**src/rtl/cpu_pkg.sv**
```systemverilog
// Shared fetch-stage constants and the IF state encoding.
package cpu_pkg;

  localparam int unsigned OPC_W = 4;
  localparam logic [OPC_W-1:0] HALT_OP = 4'hF;
  localparam logic [15:0] NOP_INSTR = 16'h0000;

  typedef enum logic [1:0] {
    BOOT   = 2'd0,
    RUN    = 2'd1,
    HALTED = 2'd2
  } if_state_t;

endpackage

```
**src/rtl/if_hold_buf.sv**
```systemverilog
// One-entry skid buffer that parks a ROM response arriving while IF/ID is stalled.
module if_hold_buf #(
  parameter int unsigned PC_W    = 16,
  parameter int unsigned INSTR_W = 16
) (
  input  logic               clk,
  input  logic               rst_n,
  input  logic               load,
  input  logic               drain,
  input  logic               clear,
  input  logic [INSTR_W-1:0] load_instr,
  input  logic [PC_W-1:0]    load_pc,
  output logic               valid,
  output logic [INSTR_W-1:0] instr,
  output logic [PC_W-1:0]    pc
);

  // clear (flush/halt) beats load, load beats drain
  always_ff @(posedge clk or negedge rst_n) begin
    if (!rst_n) begin
      valid <= 1'b0;
      instr <= '0;
      pc    <= '0;
    end else if (clear) begin
      valid <= 1'b0;
    end else if (load) begin
      valid <= 1'b1;
      instr <= load_instr;
      pc    <= load_pc;
    end else if (drain) begin
      valid <= 1'b0;
    end
  end

endmodule

```
**src/rtl/if_fetch_stage.sv**
```systemverilog
// Instruction fetch: drives PC/ROM, owns the IF/ID register, handles stall, redirect and HALT.
// Define IF_PERF_CNT_EN to add saturating fetch_cnt_o / bubble_cnt_o counters.
module if_fetch_stage #(
  parameter int unsigned                  PC_W     = 16,
  parameter int unsigned                  INSTR_W  = 16,
  parameter logic [PC_W-1:0]              RESET_PC = '0,
  parameter logic [cpu_pkg::OPC_W-1:0]    HALT_OP  = cpu_pkg::HALT_OP
) (
  input  logic               clk,
  input  logic               rst_n,
  output logic [PC_W-1:0]    imem_addr_o,
  output logic               imem_rd_o,
  input  logic [INSTR_W-1:0] imem_data_i,
  input  logic               stall_i,
  input  logic               redirect_i,
  input  logic [PC_W-1:0]    redirect_pc_i,
  output logic [INSTR_W-1:0] instr_o,
  output logic [PC_W-1:0]    pc_o,
  output logic [PC_W-1:0]    pc_plus1_o,
  output logic               valid_o,
  output logic               halted_o
`ifdef IF_PERF_CNT_EN
  ,
  output logic [15:0]        fetch_cnt_o,
  output logic [15:0]        bubble_cnt_o
`endif
);

  import cpu_pkg::*;

  if_state_t          state_q, state_d;
  logic [PC_W-1:0]    fetch_pc_q, resp_pc_q, hold_pc, ld_pc;
  logic [INSTR_W-1:0] hold_instr, ld_instr;
  logic               resp_valid_q, hold_valid, ld_valid;
  logic               rd_c, load_en, halt_hit;

  // Reads only in RUN and never while stalled, so at most one response is in flight
  assign rd_c        = (state_q == RUN) && !stall_i && !redirect_i;
  assign load_en     = !stall_i && !redirect_i;
  assign imem_rd_o   = rd_c;
  assign imem_addr_o = fetch_pc_q;

  if_hold_buf #(
    .PC_W    (PC_W),
    .INSTR_W (INSTR_W)
  ) u_hold (
    .clk        (clk),
    .rst_n      (rst_n),
    .load       (stall_i && resp_valid_q && !redirect_i),
    .drain      (load_en && hold_valid),
    .clear      (redirect_i || halt_hit),
    .load_instr (imem_data_i),
    .load_pc    (resp_pc_q),
    .valid      (hold_valid),
    .instr      (hold_instr),
    .pc         (hold_pc)
  );

  // IF/ID source select, HALT detect and next state
  always_comb begin
    state_d  = state_q;
    ld_valid = 1'b0;
    ld_instr = INSTR_W'(NOP_INSTR);
    ld_pc    = resp_pc_q;
    if (hold_valid) begin
      ld_valid = 1'b1;
      ld_instr = hold_instr;
      ld_pc    = hold_pc;
    end else if (resp_valid_q) begin
      ld_valid = 1'b1;
      ld_instr = imem_data_i;
    end
    halt_hit = load_en && ld_valid && (ld_instr[INSTR_W-1 -: OPC_W] == HALT_OP);
    case (state_q)
      BOOT:    if (!stall_i) state_d = RUN;
      RUN:     if (halt_hit) state_d = HALTED;
      HALTED:  state_d = HALTED;
      default: state_d = BOOT;
    endcase
    if (redirect_i) state_d = RUN;
  end

  always_ff @(posedge clk or negedge rst_n) begin
    if (!rst_n) state_q <= BOOT;
    else        state_q <= state_d;
  end

  always_ff @(posedge clk or negedge rst_n) begin
    if (!rst_n) begin
      fetch_pc_q   <= RESET_PC;
      resp_valid_q <= 1'b0;
      resp_pc_q    <= '0;
      valid_o      <= 1'b0;
      instr_o      <= '0;
      pc_o         <= '0;
      pc_plus1_o   <= PC_W'(1);
      halted_o     <= 1'b0;
    end else begin
      halted_o <= (state_d == HALTED);
      if (redirect_i) begin
        fetch_pc_q   <= redirect_pc_i;
        resp_valid_q <= 1'b0;
        valid_o      <= 1'b0;
        instr_o      <= INSTR_W'(NOP_INSTR);
      end else begin
        // a HALT reaching IF/ID squashes the read issued behind it
        resp_valid_q <= rd_c && !halt_hit;
        if (rd_c) begin
          fetch_pc_q <= fetch_pc_q + PC_W'(1);
          resp_pc_q  <= fetch_pc_q;
        end
        if (load_en) begin
          valid_o <= ld_valid;
          instr_o <= ld_instr;
          if (ld_valid) begin
            pc_o       <= ld_pc;
            pc_plus1_o <= ld_pc + PC_W'(1);
          end
        end
      end
    end
  end

`ifdef IF_PERF_CNT_EN
  always_ff @(posedge clk or negedge rst_n) begin
    if (!rst_n) begin
      fetch_cnt_o  <= '0;
      bubble_cnt_o <= '0;
    end else if (!stall_i) begin
      if (load_en && ld_valid) begin
        if (fetch_cnt_o != 16'hFFFF) fetch_cnt_o <= fetch_cnt_o + 16'd1;
      end else if (bubble_cnt_o != 16'hFFFF) begin
        bubble_cnt_o <= bubble_cnt_o + 16'd1;
      end
    end
  end
`endif

endmodule

```
**config.mk**
```make
export PLATFORM = sky130hd
export DESIGN_NAME = if_fetch_stage
export DESIGN_NICKNAME = d
export VERILOG_FILES = /design/src/rtl/cpu_pkg.sv /design/src/rtl/if_hold_buf.sv /design/src/rtl/if_fetch_stage.sv
export SDC_FILE = /design/constraint.sdc
export NUM_CORES = 1
export LEC_CHECK = 0
export BUFFER_PORTS_ARGS = -buffer_cell sky130_fd_sc_hd__buf_2
export CAP_MARGIN = 10
export CORE_ASPECT_RATIO = 1.5
export CORE_MARGIN = 4
export CORE_UTILIZATION = 55
export CTS_BUF_LIST = sky130_fd_sc_hd__clkbuf_4 sky130_fd_sc_hd__clkbuf_8 sky130_fd_sc_hd__clkbuf_16
export CTS_CLUSTER_DIAMETER = 50
export DETAILED_ROUTE_END_ITERATION = 8
export PLACE_DENSITY_LB_ADDON = 0.1
export SLEW_MARGIN = 20
export SYNTH_ARGS = -nofsm -noshare
export SYNTH_HDL_FRONTEND = slang
export SYNTH_SLANG_ARGS = --single-unit
```
**constraint.sdc**
```tcl
create_clock -name clk -period 3.2 [get_ports clk]
set_input_delay 0.64 -clock clk [delete_from_list [all_inputs] [get_ports clk]]
set_output_delay 0.64 -clock clk [all_outputs]
set_load 0.005 [all_outputs]
```
==> results.md, run 1 <==
- Unique masters post-synth: 64
- Final instance area: 0.00682 mm2
- DRC: 0
- Synth Register Bits: 118
- Worst-path clk slew: 50 ps
- DIE AREA: 0.0117 mm2
- Placer Congestion: 0.825
- Post-cts sizing count: 0
- Pwr Density: 733 mW/mm2
- DR WL/cell: 17.4 um
- Mapped Cells: 486
- Crit path kind: input pin to output port
- Worst Max-Slew Pin Slew: 689 ps
- Fill cells: 747
- FMAX: 396 MHz
- Crit-path max FO: 46
- Antenna cell count: 0
- Top-Level Pins: 103
- DR vias/cell: 5.80
- Fin crit share: 0.789
- Initial DRC count: 192
- FP Rows: 44
- Clock Tree Root: clkbuf_16
- Synth Flop Type: dfrtp_1
- Syn nets: 524
- Pre-CTS setup slack: 691 ps
- Final setup viols: 0
- Reg area: 0.00296 mm2
- Clock Skews: 5.25 ps
- Final Critical Period: 2520 ps
- M3 GR Usage: 0.0689
- Setup crit start kind: input pin
- Critical Path AT: 1880 ps
- Vias: 4185
- RSZ-0062 raised after global routing: false
- Slew Viols, Final: 0
- Critical path destination: imem_rd_o
- Max Cap Violations: 0
- Final setup TNS: 0 ps
- Final wirelength: 12500 um
- Worst R2R Start: u_hold.valid
- Worst R2R Path Depth: 7
- Htree depth: 4
- Seq/Total Area, Yosys: 0.539
- Met1 Resource Use GR: 0.265
- Synthesized area: 0.00548 mm2
- Status: finished, final reports clean
- WP data required: 2560 ps
- Max_slew headroom: 0.541
- Pre-antenna DRT Iters: 6
- R2r setup slk: 840 ps
- Layout Cells excl Fill: 721
- Util after Layout: 0.704
- Layout cells sized above 1: 0.353
- Port Buffer Count: 102
- Hold_buf cts: 0
- Worst setup EP type: output port
- HPWL after detailed placement: 8950 um
- GR Util All Layers: 0.231
- Avg Inst Size Synth: 11.3 um2
- Initial Util: 0.566
- Placed Area: 0.00612 mm2
- RR Endpoint: pc_plus1_o[8]
- Ys Warns: 0
- Crit path from: redirect_i
- Min-delay worst type: input pin to async pin
- Initial antenna violation count: 0
- Met2 Use GR: 0.388
- Setup Fix Bufs, Post-CTS: 0
- Largest net degree at the start of global routing: 52
- Clk_lat worst skew: 410 ps
- EDFF count, synth: 0
- Leakage: 3.17 nW
- Fin. Hold Viols: 0
- Final setup margin: 676 ps
- Global route overflow: 0
- Multi-input logic area: 0.00238 mm2
- Longest Clk Path Bufs: 2
- Share of synthesized registers carrying an async set or reset: 1.00
- Die Y: 130 um
- Routed Antenna Nets: 0
- Number of global-route vias before repair: 4208
- Total CTS buffers: 17
- TritonCTS clock tree: done
- VDD IR max: 0.489 mV
- First-pass GRT wire length: 20500 um
- Core Footprint: 0.00969 mm2
- Gr busiest metal: met2
- Die W: 89.5 um
- Area Overhead vs Synth: 24.4%
- Nets: 631
- Power, Total: 5.00 mW
- Fin Hold WS: 265 ps
- CTS Sinks: 118
- Post-Place Cells: 689
cells in the final DEF, fill, tap and decap left out, types with 7 or more instances in the layout:
cell type	count
clkbuf_16	17
nand2_1	67
mux2_2	55
mux2i_1	12
buf_4	14
nor3_1	15
nor2b_1	14
dfrtp_1	116
xor2_1	8
o21ai_0	29
o31ai_1	7
nor2_1	16
a221oi_1	13
nand3_1	10
buf_2	101
nand4_1	10
worst min-delay path by stage:
stage | from | endpoint
3_5_place_dp | pc_o[3] | pc_o[3]
6_report | rst_n | pc_plus1_o[3]
2_1_floorplan | rst_n | halted_o
4_1_cts | rst_n | pc_plus1_o[3]
3_3_place_gp | pc_plus1_o[1] | pc_plus1_o[1]
5_1_grt | rst_n | pc_plus1_o[3]
registers in the layout, summed over array words and instances (netlist names):
name	cells
pc_o	16
resp_valid_q	1
halted_o	1
u_hold.valid	1
u_hold.pc	16
u_hold.instr	16
resp_pc_q	16
imem_addr_o	16
state_q	2
instr_o	16
valid_o	1
pc_plus1_o	16
logic make-up after synthesis:
| family | after synthesis | synth area share |
|---|---|---|
| AOI/OAI and AO/OA | 86 | 0.112 |
| xor gates and xnor gates | 14 | 0.0224 |
| adders and majority gates | 2 | 0.00456 |
| buffers and inverters | 32 | 0.0278 |
| DFF | 118 | 0.539 |
| muxes | 67 | 0.135 |
| and+or+nand+nor | 167 | 0.160 |
cell usage after synthesis (all sizes together), types with 2 or more instances:
cell type,instances,area [um2]
a221oi,13,114
o31ai,7,52.6
ha,2,25.0
a211o,2,17.5
dfrtp,117,2930
or2,4,25.0
nor2b,15,96.3
or3,4,25.0
nor3,15,75.1
nand3,10,50.1
buf,17,96.3
a22oi,4,30.0
o22ai,2,12.5
and3,2,12.5
and4,5,43.8
and4b,2,20.0
o311ai,2,17.5
nor4,3,18.8
o211ai,2,15.0
a211oi,2,27.5
nand2,67,251
nor3b,3,27.5
a31oi,6,37.5
clkbuf,11,41.3
a311o,2,20.0
o21ai,29,145
nor2,16,60.1
xnor2,6,52.6
xor2,8,70.1
nand4,10,62.6
inv,3,11.3
a21o,3,22.5
and2,2,12.5
mux2i,12,120
mux2,55,619
o21a,3,22.5
nand4b,2,32.5
layout make-up:
class                           instances  share of cell area
Clock buffer                           24              0.0747
Timing Repair Buffer                  116              0.0925
Sequential cell                       118               0.433
Multi-Input combinational cell        336               0.348
Clock inverter                          8              0.0279
Inverter                                4             0.00220
Tap cell                              115              0.0211
where the power goes:
part	leakage, nW	internal (mW)	switching [mW]	total (mW)
combinational	1.36	0.396	0.364	0.759
clock	0.347	1.58	0.624	2.20
sequential	1.46	1.81	0.230	2.04
total	3.17	3.78	1.22	5.00
routing by layer:
layer  routed length [um]  share of wire
met5                    0              0
met4                  476          0.038
met1                 4910           0.39
met3                  757          0.060
met2                 6380           0.51
worst max-delay path: stages:
cell and delay (ps):
buf_2 90, buf_4 370, clkinv_1 360, and2_1 270, buf_2 130
No activity file was read; power rests on OpenSTA's default activity.
==> run 2, diff against run 1 <==
clock period = 2.6 ns   (was 3.2 ns; I/O delays follow)
==> results.md, run 2 (synthesized netlist as in run 1, its figures left out) <==
- HPWL after detailed placement: 9150 um
- Most frequent cells in the layout: dfrtp_1 (116), buf_2 (101), nand2_1 (67), mux2_2 (55), o21ai_0 (29)
- Initial antenna violation count: 0
- RSZ-0062 raised after global routing: false
- Number of global-route vias before repair: 4242
- Layout cells sized above 1: 0.353
- Pre-antenna DRT Iters: 7
- DRC: 0
- Fill cells: 746
- Setup Fix Bufs, Post-CTS: 0
- Hold_buf cts: 0
- GR Util All Layers: 0.234
- Fin Hold WS: 74.6 ps
- Crit-path max FO: 23
- Worst-path clk slew: 50 ps
- Placed Area: 0.00612 mm2
- Max Cap Violations: 0
- FMAX: 465 MHz
- FP Rows: 44
- R2r setup slk: 450 ps
- Worst setup EP type: flip-flop
- WP data required: 2880 ps
- Clock Skews: 5.95 ps
- Initial DRC count: 286
- DR WL/cell: 17.5 um
- CTS Sinks: 118
- First-pass GRT wire length: 21000 um
- Placer Congestion: 0.813
- Max_slew headroom: 0.544
- Slew Viols, Final: 0
- Min-delay worst type: input pin to async pin
- Commonest non-fill, non-tap cell in the layout: dfrtp_1
- Largest net degree at the start of global routing: 83
- Leakage: 3.12 nW
- Setup crit start kind: flip-flop
- Initial Util: 0.566
- Vias: 4167
- Core Footprint: 0.00969 mm2
- Global route overflow: 0
- Clk_lat worst skew: 410 ps
- RR Endpoint: pc_plus1_o[8]
- Crit path kind: flip-flop to flip-flop
- Final instance area: 0.00669 mm2
- DR vias/cell: 5.78
- Worst R2R Path Depth: 6
- Fin crit share: 0.828
- Final Critical Period: 2150 ps
- Clock Tree Root: clkbuf_16
- Critical Path AT: 2430 ps
- Worst R2R Start: u_hold.valid
- Worst Max-Slew Pin Slew: 665 ps
- Fin. Hold Viols: 0
- Die W: 89.5 um
- Top-Level Pins: 103
- Total CTS buffers: 17
- Antenna cell count: 0
- Longest Clk Path Bufs: 2
- Post-cts sizing count: 0
- Die Y: 130 um
- Port Buffer Count: 102
- DIE AREA: 0.0117 mm2
- Htree depth: 4
- Routed Antenna Nets: 0
- Final wirelength: 12600 um
- Pwr Density: 838 mW/mm2
- VDD IR max: 0.556 mV
- Final setup TNS: 0 ps
- TritonCTS clock tree: done
- Nets: 631
- Area Overhead vs Synth: 22.0%
- Final setup viols: 0
- Status: finished, final reports clean
-- run 2: changes by cell type in the layout (fill, tap and decap cells not counted), sizes merged --
cell | previous run | this run
bufinv | 6 | 0
clkinv | 3 | 5
clkbuf | 24 | 28
-- run 2: area by class of cell --
| cell class | count | area, um2 | area share |
|---|---|---|---|
| tap | 115 | 144 | 0.0215 |
| multi-input combinational | 336 | 2380 | 0.355 |
| inverter | 4 | 15.0 | 0.00225 |
| sequential | 118 | 2960 | 0.442 |
| clock inverter | 4 | 20.0 | 0.00299 |
| timing repair buffer | 116 | 631 | 0.0943 |
| clock buffer | 28 | 546 | 0.0816 |
-- run 2: worst max-delay path, cell delays in order, from the launching register on --
cell	delay, ps
dfrtp_2	670
mux2_2	320
ha_1	220
inv_1	70
nor2_1	290
nand2_1	130
a221o_1	320
-- run 2: worst max path at each step --
stage | startpoint | endpoint | slack, ps
2_1_floorplan | u_hold.valid | pc_plus1_o[14] | 350
3_3_place_gp | redirect_i | state_q[0] | 470
3_5_place_dp | redirect_i | state_q[0] | 420
4_1_cts | u_hold.valid | pc_plus1_o[8] | 440
5_1_grt | u_hold.valid | pc_plus1_o[8] | 320
6_report | u_hold.valid | pc_plus1_o[8] | 450
-- run 2: per-stage QoR --
stage	total power, mW	utilization	std cells	worst slack (ps)
after floorplan	3.03	-	486	350
after global placement	3.42	0.632	689	470
after detailed placement	3.48	0.632	689	415
after CTS	5.66	0.690	721	439
after global routing	5.91	0.690	721	317
final	5.60	0.690	721	447
-- run 2: layer usage --
layer / track usage / wire (um)
met3: 0.0638 / 673
met1: 0.276 / 4920
met5: 0 / 0
met2: 0.403 / 6730
met4: 0.0885 / 260
-- run 2: power breakdown --
part / switching (mW) / leakage (nW) / total (mW) / internal [mW]
Sequential: 0.285 / 1.46 / 2.51 / 2.22
Clock: 0.748 / 0.291 / 2.16 / 1.41
Combinational: 0.450 / 1.36 / 0.935 / 0.485
